<file path="config.mk">
export PLATFORM = sky130hd
export DESIGN_NAME = adc_cal_dec
export DESIGN_NICKNAME = d
export VERILOG_FILES = /design/src/rtl/adc_pkg.sv /design/src/rtl/adc_dec_avg.sv /design/src/rtl/adc_cal_dec.sv
export SDC_FILE = /design/constraint.sdc
export NUM_CORES = 1
export LEC_CHECK = 0
export ABC_CLOCK_PERIOD_IN_PS = 9100
export BUFFER_PORTS_ARGS = -buffer_cell sky130_fd_sc_hd__buf_4
export CAP_MARGIN = 20
export CORE_MARGIN = 8
export CORE_UTILIZATION = 35
export DETAILED_ROUTE_END_ITERATION = 10
export SLEW_MARGIN = 20
export SYNTH_ARGS = -nofsm -noshare
export SYNTH_HDL_FRONTEND = slang
export SYNTH_HIERARCHICAL = 1
export SYNTH_SLANG_ARGS = --single-unit
</file>
<file path="constraint.sdc">
create_clock -name adc_clk_i -period 9.1 [get_ports adc_clk_i]
set_input_delay 1.82 -clock adc_clk_i [delete_from_list [all_inputs] [get_ports adc_clk_i]]
set_output_delay 1.82 -clock adc_clk_i [all_outputs]
set_load 0.05 [all_outputs]
</file>
<file path="src/rtl/adc_pkg.sv">
// adc_pkg: shared defaults, gain-unity constant and decimator state for the ADC calibration slice
package adc_pkg;
  localparam int DW_DEF = 14;
  localparam int DEC_MAX_DEF = 8;
  localparam logic [15:0] GAIN_ONE = 16'h8000;
  typedef enum logic {IDLE, ACC} dec_state_e;
endpackage

</file>
<file path="src/rtl/adc_dec_avg.sv">
// adc_dec_avg: power-of-two window averager fed by the calibrated sample stream
module adc_dec_avg import adc_pkg::*; #(
  parameter int DW = DW_DEF,
  parameter int DEC_MAX = DEC_MAX_DEF
) (
  input  logic          clk_i,
  input  logic          rstn_i,
  input  logic          en_i,
  input  logic          vld_i,
  input  logic [DW-1:0] dat_i,
  input  logic [3:0]    log2_i,
  output logic [DW-1:0] dat_o,
  output logic          vld_o
);
  localparam int AW = DW + DEC_MAX;
  dec_state_e state_q;
  logic [3:0] n_q, n_d;
  logic [DEC_MAX-1:0] cnt_q;
  logic signed [AW-1:0] acc_q, smp, sum_d;
  logic [DEC_MAX:0] win;
  logic last;
  logic [DW-1:0] dat_q;
  logic vld_q;
  always_comb begin
    n_d = log2_i > 4'(DEC_MAX) ? 4'(DEC_MAX) : log2_i;
    smp = AW'($signed(dat_i));
    sum_d = acc_q + smp;
    win = (DEC_MAX+1)'(1) << n_q;
    last = {1'b0, cnt_q} == win - (DEC_MAX+1)'(1);
  end
  // a completed window returns to IDLE so the very next sample opens the next one
  always_ff @(posedge clk_i) begin
    if (!rstn_i) begin
      state_q <= IDLE;
      n_q <= '0;
      cnt_q <= '0;
      acc_q <= '0;
      dat_q <= '0;
      vld_q <= 1'b0;
    end else begin
      vld_q <= 1'b0;
      if (!en_i) begin
        state_q <= IDLE;
        acc_q <= '0;
        cnt_q <= '0;
      end else if (vld_i) begin
        if (state_q == IDLE) begin
          n_q <= n_d;
          if (n_d == '0) begin
            dat_q <= dat_i;
            vld_q <= 1'b1;
          end else begin
            acc_q <= smp;
            cnt_q <= (DEC_MAX)'(1);
            state_q <= ACC;
          end
        end else if (last) begin
          dat_q <= DW'(sum_d >>> n_q);
          vld_q <= 1'b1;
          acc_q <= '0;
          cnt_q <= '0;
          state_q <= IDLE;
        end else begin
          acc_q <= sum_d;
          cnt_q <= cnt_q + (DEC_MAX)'(1);
        end
      end
    end
  end
  assign dat_o = dat_q;
  assign vld_o = vld_q;
endmodule

</file>
<file path="src/rtl/adc_cal_dec.sv">
// adc_cal_dec: 3-stage offset/gain calibration with saturation feeding a decimating averager.
// Clip status/counter is built only when ADC_CLIP_DET_EN is defined.
module adc_cal_dec import adc_pkg::*; #(
  parameter int DW = DW_DEF,
  parameter int DEC_MAX = DEC_MAX_DEF
) (
  input  logic          adc_clk_i,
  input  logic          adc_rstn_i,
  input  logic [15:0]   adc_dat_i,
  input  logic [DW-1:0] cal_off_i,
  input  logic [15:0]   cal_gain_i,
  input  logic [3:0]    dec_log2_i,
  input  logic          en_i,
  input  logic          clip_clr_i,
  output logic [DW-1:0] cal_dat_o,
  output logic          cal_vld_o,
  output logic [DW-1:0] dec_dat_o,
  output logic          dec_vld_o,
  output logic          clip_o,
  output logic [15:0]   clip_cnt_o
);
  localparam int PW = DW + 17;
  localparam int SH = $clog2(GAIN_ONE);
  localparam logic signed [DW:0] MAX1 = {2'b00, {(DW-1){1'b1}}};
  localparam logic signed [DW:0] MIN1 = {2'b11, {(DW-1){1'b0}}};
  localparam logic signed [PW-1:0] MAXP = {{(PW-DW+1){1'b0}}, {(DW-1){1'b1}}};
  localparam logic signed [PW-1:0] MINP = {{(PW-DW+1){1'b1}}, {(DW-1){1'b0}}};
  logic signed [DW-1:0] x;
  logic signed [DW:0] sum1;
  logic signed [PW-1:0] p_d, p_q, sh3;
  logic [DW-1:0] s1_d, s1_q, cal_d, cal_q;
  logic [2:0] vld_q;
  logic unused_bits;
  always_comb begin
    x = {adc_dat_i[15], ~adc_dat_i[14 -: DW-1]};
    sum1 = $signed({x[DW-1], x}) + $signed({cal_off_i[DW-1], cal_off_i});
    s1_d = sum1 > MAX1 ? MAX1[DW-1:0] : sum1 < MIN1 ? MIN1[DW-1:0] : sum1[DW-1:0];
    p_d = PW'($signed(s1_q)) * PW'($signed({1'b0, cal_gain_i}));
    sh3 = p_q >>> SH;
    cal_d = sh3 > MAXP ? MAXP[DW-1:0] : sh3 < MINP ? MINP[DW-1:0] : sh3[DW-1:0];
  end
  always_ff @(posedge adc_clk_i) begin
    if (!adc_rstn_i) begin
      s1_q <= '0;
      p_q <= '0;
      cal_q <= '0;
      vld_q <= '0;
    end else begin
      s1_q <= s1_d;
      p_q <= p_d;
      cal_q <= cal_d;
      vld_q <= {vld_q[1:0], 1'b1};
    end
  end
  assign cal_dat_o = cal_q;
  assign cal_vld_o = vld_q[2];
`ifdef ADC_CLIP_DET_EN
  logic clip_ev, clip_q;
  logic [15:0] clip_cnt_q;
  assign clip_ev = sum1 > MAX1 || sum1 < MIN1 || sh3 > MAXP || sh3 < MINP;
  always_ff @(posedge adc_clk_i) begin
    if (!adc_rstn_i) begin
      clip_q <= 1'b0;
      clip_cnt_q <= '0;
    end else begin
      clip_q <= clip_ev | (clip_q & ~clip_clr_i);
      clip_cnt_q <= clip_clr_i ? {15'd0, clip_ev} : (clip_ev && clip_cnt_q != 16'hFFFF) ? clip_cnt_q + 16'd1 : clip_cnt_q;
    end
  end
  assign clip_o = clip_q;
  assign clip_cnt_o = clip_cnt_q;
  assign unused_bits = ^adc_dat_i;
`else
  assign clip_o = 1'b0;
  assign clip_cnt_o = '0;
  assign unused_bits = ^{adc_dat_i, clip_clr_i};
`endif
  adc_dec_avg #(.DW(DW), .DEC_MAX(DEC_MAX)) u_dec (
    .clk_i (adc_clk_i),
    .rstn_i(adc_rstn_i),
    .en_i  (en_i),
    .vld_i (vld_q[2]),
    .dat_i (cal_q),
    .log2_i(dec_log2_i),
    .dat_o (dec_dat_o),
    .vld_o (dec_vld_o)
  );
endmodule
</file>
==> flow_summary.ini, run 1 <==
[cts]
cts_tree = yes
cts_hold_buf = 0
cts_buffers = 9
cts_sinks = 97
path_clk_slew_ns = 0.07
insertion_delay_ns = 0.36
cts_setup_buffers = 0
clock-root-buffer = clkbuf_16
ctsResizeCount = 0
htreeDepth = 3
clk_path_buf_depth = 2

[power_and_ir_drop]
ir_drop_v = 0.0003411
seqPwrFrac_pct = 11.4
intPower_uw = 2452
leakagePower_uw = 0.007652
p_sw_uw = 2820
switching_share_pct = 53.49
power_density_nw_per_um2 = 322.6
p_clk_share_pct = 7.0
p_comb_share_pct = 81.7

[flow_run]
max_cap_violations = 0

[synth]
post_synth_num_cell_types = 95
synth_area_sq_um = 15180
ys_seq_area_share_pct = 12.79
synth_edf_count = 0
ys_ff_latch = 97
ys_warn_count = 6
synth-async-reset-ratio_pct = 0
synth_cells = 1845
synth_ff_type = dfxtp_1
postSynthAreaPerCell_sq_um = 8.228

[die]
placementRows = 76
fp.coreArea_sq_um = 42980
start_util_pct = 35.32
die_h_um = 224.3
die_w_um = 224.3
die_area_sq_um = 50290
io_pins = 101

[cells_and_area]
fin_cells = 2434
layout-drive-gt1-share_pct = 8.491
seqCellArea_sq_um = 1942
syn2layout_area_growth_pct = 7.657
fillers = 4518
antennaDiodeCount = 0
final_nets = 2211
multi_input_area_sq_um = 11880
final_common_cell = inv_1
final_cell_mix = 234 x inv_1, 194 x nand2_1, 167 x fa_1

[worst_setup_path]
crit_fanout = 14
path_class = in -> reg
worst_ep_required_time_ns = 9.39
arrival_ns = 7.77
end_kind = register
start_kind = input pin

[sta]
finalCriticalPeriod_ns = 7.480
relSlewSlack_pct = 41.73
rsz0062_at_grt = no
hold_viol_final = 0
fin_tns_setup_ns = 0
fin_skew_ns = 0.007871
slew_viol_final = 0
setup-violations-final = 0
period_share_pct = 82.19
worstMarginPinSlew_ns = 0.8729
holdWs_ns = 0.4297
fmax_ghz = 0.1337

[grt]
grt_overflow_total = 0
grt_pass1_wl_mm = 69.41
grt_max_degree = 44
first_global_vias = 13290
antenna_found_initial = 0
grtUsageTotal_pct = 16.72

[detailed_routing]
drc = 0
via_count = 13020
detail-route-antenna-nets = 0
drtIter0Drc = 785
drtPass1Iterations = 6
via_per_inst = 5.350
drt-wirelength-per-cell_um = 17.34
totalWireLength_mm = 42.20

[worst_hold_path]
hp-class = reg -> reg

[placement]
place_inst = 2418
place.gp.congestion = 0.9283
hpwl_mm = 32.65
io_buffer_count = 80

[status]
status = complete, no violations
path summary, 6_finish.rpt:
check / startpoint / to / slack [ns] / depth (start not counted)
max: cal_gain_i[11] / p_q[28] / 1.62 / 20
min: vld_q[0] / vld_q[1] / 0.43 / 1
max reg2reg: s1_q[13] / p_q[28] / 2.39 / 17
min reg2reg: vld_q[0] / vld_q[1] / 0.43 / 1
flip-flops by register name (all words and copies together) (netlist names):
register,count
cal_dat_o,14
s1_q,14
u_dec/vld_o,1
u_dec/acc_q,22
vld_q,3
u_dec/dat_o,14
u_dec/n_q,4
p_q,16
u_dec/cnt_q,8
u_dec/state_q,1
power by group through the flow:
stage / Sequential, uW / Combinational, uW / Clock, uW
final: 599 / 4310 / 366
after CTS: 598 / 4330 / 379
after global routing: 604 / 4920 / 399
after floorplan: 586 / 3380 / 0
after global placement: 607 / 4250 / 0
after detailed placement: 608 / 4290 / 0
critical path, stage by stage:
cell      delay (ns)
buf_4           0.18
and2_1          0.17
fa_1            0.53
inv_1           0.05
fa_1            0.53
inv_1           0.05
fa_1            0.51
fa_1            0.44
fa_1            0.55
inv_1           0.06
fa_1            0.52
inv_1           0.04
ha_1            0.41
nand3_1         0.18
nor4_1          0.32
o311ai_0        0.34
a32oi_1         0.42
a311oi_1        0.21
a31oi_1         0.25
mux2i_1         0.20
layout make-up:
type / instances / share of cell area [%]
multi-input cells: 1416 / 72.66
well taps: 585 / 4.479
clock inverters: 6 / 0.2526
flip-flops and latches: 97 / 11.88
clock buffers: 10 / 1.401
repair buffers: 86 / 3.950
inverters: 234 / 5.374
synthesized netlist by cell type, drive strengths merged, types with 11 or more instances:
cell | count | area, sq um
inv | 234 | 878.3
ha | 146 | 1827
a21o | 29 | 217.7
dfxtp | 97 | 1942
clkbuf | 71 | 269.0
a31oi | 20 | 140.1
mux2i | 16 | 160.2
a21oi | 93 | 476.7
xnor2 | 23 | 209.0
nand2 | 194 | 728.2
nand2b | 17 | 106.4
nor3 | 27 | 135.1
and2 | 137 | 857.1
fa | 167 | 3343
nand4 | 15 | 93.84
a211oi | 21 | 172.7
xor2 | 19 | 166.4
nor2 | 129 | 494.2
o211ai | 25 | 197.7
buf | 43 | 276.5
nor2b | 16 | 100.1
and3 | 17 | 106.4
nand3 | 32 | 160.2
o21ai | 72 | 371.6
a211o | 11 | 96.34
a2111oi | 13 | 195.2
per-stage QoR:
step / power, uW / setup WS, ns / utilization [%] / cell area, sq um
after floorplan: 3968 / 1.710 / - / 15240
after global placement: 4856 / 1.290 / 37.40 / 16070
after detailed placement: 4897 / 1.293 / 37.40 / 16070
after CTS: 5306 / 1.639 / 38.02 / 16340
after global routing: 5925 / 1.407 / 38.02 / 16340
final: 5272 / 1.620 / 38.02 / 16340
routing by layer:
metal  up-vias  wire length (um)  global-route usage [%]
li1       6199                 -                       -
met1      6387             18850                   22.19
met2       381             20250                   28.41
met3        55              2164                   2.162
met4         0               937                   4.495
met5         -                 0                       0
logic make-up (layout without fill, tap and decap cells):
kind of cell / after synthesis / count (layout) / synth area share, %
AND/OR/NAND/NOR: 627 / 627 / 20.54
AO/OA/AOI/OAI: 390 / 390 / 18.50
buffers and inverters: 348 / 336 / 9.379
other: 1 / 17 / 0.02470
multiplexers: 27 / 27 / 2.242
adder cells (fa/ha/maj): 313 / 313 / 34.06
XOR/XNOR: 42 / 42 / 2.473
flip-flops: 97 / 97 / 12.79
No activity file was read; power rests on OpenSTA's default activity.
==> inputs of run 2 (changes only) <==
--- a/config.mk
+++ b/config.mk
@@ -5,7 +5,7 @@
 export SDC_FILE = /design/constraint.sdc
 export NUM_CORES = 1
 export LEC_CHECK = 0
-export ABC_CLOCK_PERIOD_IN_PS = 9100
+export ABC_CLOCK_PERIOD_IN_PS = 7500
 export BUFFER_PORTS_ARGS = -buffer_cell sky130_fd_sc_hd__buf_4
 export CAP_MARGIN = 20
 export CORE_MARGIN = 8
==> constraint.sdc (replaced) <==
create_clock -name adc_clk_i -period 7.5 [get_ports adc_clk_i]
set_input_delay 1.5 -clock adc_clk_i [delete_from_list [all_inputs] [get_ports adc_clk_i]]
set_output_delay 1.5 -clock adc_clk_i [all_outputs]
set_load 0.05 [all_outputs]
==> run 2 against run 1 <==
  * Power is 23% higher
  * Highest routed layer unchanged
  * Count of clock-buffer cells in the layout is 1 higher
  * Sequential cell count unchanged
  * Clock skew increased by 0.0014 ns
  * Sequential share of layout area shrank 0.057 points
  * Design area grew 0.48%
  * Die area is the same
==> flow_summary.ini, run 2 (synthesis results as in run 1) <==
[detailed_routing]
detail-route-antenna-nets = 0
wl_met1_mm = 19.57
routed.top_layer = met4
via_per_inst = 5.289
wl_met2_mm = 20.00
drc = 0
totalWireLength_mm = 42.22
drtIter0Drc = 891
dr_wl_met3_mm = 1.673
via_count = 12920
drtPass1Iterations = 6
drt-wirelength-per-cell_um = 17.28

[grt]
grt_pass1_wl_mm = 69.41
antenna_found_initial = 0
grt_max_degree = 44
grt_overflow_total = 0
grtUsageTotal_pct = 16.76
first_global_vias = 13290

[sta]
hold_viol_final = 0
finalCriticalPeriod_ns = 7.096
fmax_ghz = 0.1409
rsz0062_at_grt = no
worstMarginPinSlew_ns = 0.8571
period_share_pct = 94.61
setup-violations-final = 0
fin_skew_ns = 0.009307
fin_tns_setup_ns = 0
holdWs_ns = 0.4340
relSlewSlack_pct = 42.65
slew_viol_final = 0

[cells_and_area]
layout-drive-gt1-share_pct = 8.934
top_regs = u_dec/acc_q: 22 flops, p_q: 16 flops
fin_area_sq_um = 16420
largest_reg_flops = 22
final_common_cell = inv_1
final_cell_mix = 234 x inv_1, 194 x nand2_1, 167 x fa_1
antennaDiodeCount = 0
top_register = u_dec/acc_q
syn2layout_area_growth_pct = 8.176
final_nets = 2220

[worst_setup_path]
worst_ep_required_time_ns = 7.79
crit_end = p_q[28]
reg2reg_to = p_q[28]
arrival_ns = 7.38
r2r_start = s1_q[10]
start_kind = input pin
path_class = in -> reg
critPathLaunch = cal_gain_i[10]
rr_worst_depth = 18
end_kind = register
crit_fanout = 14
r2r_slack_ns = 0.94

[cts]
insertion_delay_ns = 0.36
clk_path_buf_depth = 2
cts_hold_buf = 0
clock-root-buffer = clkbuf_16
cts_sinks = 97
ctsResizeCount = 0
cts_buffers = 9
htreeDepth = 3
cts_tree = yes
cts_setup_buffers = 0
path_clk_slew_ns = 0.07

[status]
status = complete, no violations

[die]
die_w_um = 224.3
die_area_sq_um = 50290
fp.coreArea_sq_um = 42980
die_h_um = 224.3
placementRows = 76
io_pins = 101
start_util_pct = 35.32

[power_and_ir_drop]
power_uw = 6497
ir_drop_v = 0.0003825
power_density_nw_per_um2 = 395.6
leakagePower_uw = 0.007696

[worst_hold_path]
min_from = vld_q[1]
hp-class = reg -> reg

[placement]
io_buffer_count = 80
placed_cell_area_sq_um = 16140
hpwl_mm = 32.88
place.gp.congestion = 0.9123

[flow_run]
max_cap_violations = 0
## run 2: cell type report
type / count / area (sq um)
multi-input combinational: 1416 / 11880
fill: 4519 / 26560
clock buffer: 11 / 242.7
inverter: 234 / 878.3
timing repair buffer: 95 / 713.2
clock inverter: 5 / 38.79
sequential: 97 / 1942
tap: 585 / 732.0
## run 2: power breakdown
group          internal, uW  total, uW  switching (uW)
clock                   237        457             220
combinational          2220       5320            3100
sequential              602        719             117
total                  3060       6500            3440
## run 2: worst min path at each step
stage / endpoint / slack [ns] / depth (start not counted)
finish: vld_q[2] / 0.43 / 1
global placement: vld_q[1] / 0.41 / 1
global route: vld_q[2] / 0.46 / 1
floorplan: vld_q[1] / 0.41 / 1
CTS: vld_q[1] / 0.44 / 1
detailed placement: vld_q[1] / 0.42 / 1
## run 2: per-layer routing
layer  vias up  global-route usage [%]
li1       6218                       -
met1      6318                   22.22
met5         -                       0
met3        67                   2.006
met4         0                   4.452
met2       317                   28.65
## run 2: critical path: stages
cell and delay, ns:
buf_4 0.18, and2_1 0.17, fa_1 0.53, inv_1 0.05
fa_1 0.53, inv_1 0.05, fa_1 0.52, fa_1 0.44
fa_1 0.55, inv_1 0.05, fa_1 0.53, inv_1 0.04
ha_1 0.34, nand3_1 0.15, nor4_1 0.33, o311ai_0 0.33
a32oi_1 0.43, a311oi_1 0.20, a31oi_1 0.26, mux2i_1 0.20
## run 2: through the flow
step                      setup WS (ns)  cells  util, %
final                            0.4039   2443    38.21
after global routing             0.1501   2443    38.21
after CTS                        0.3855   2443    38.21
after detailed placement        0.02823   2427    37.55
after global placement           0.1261   2427    37.55
after floorplan                  0.4304   1861        -
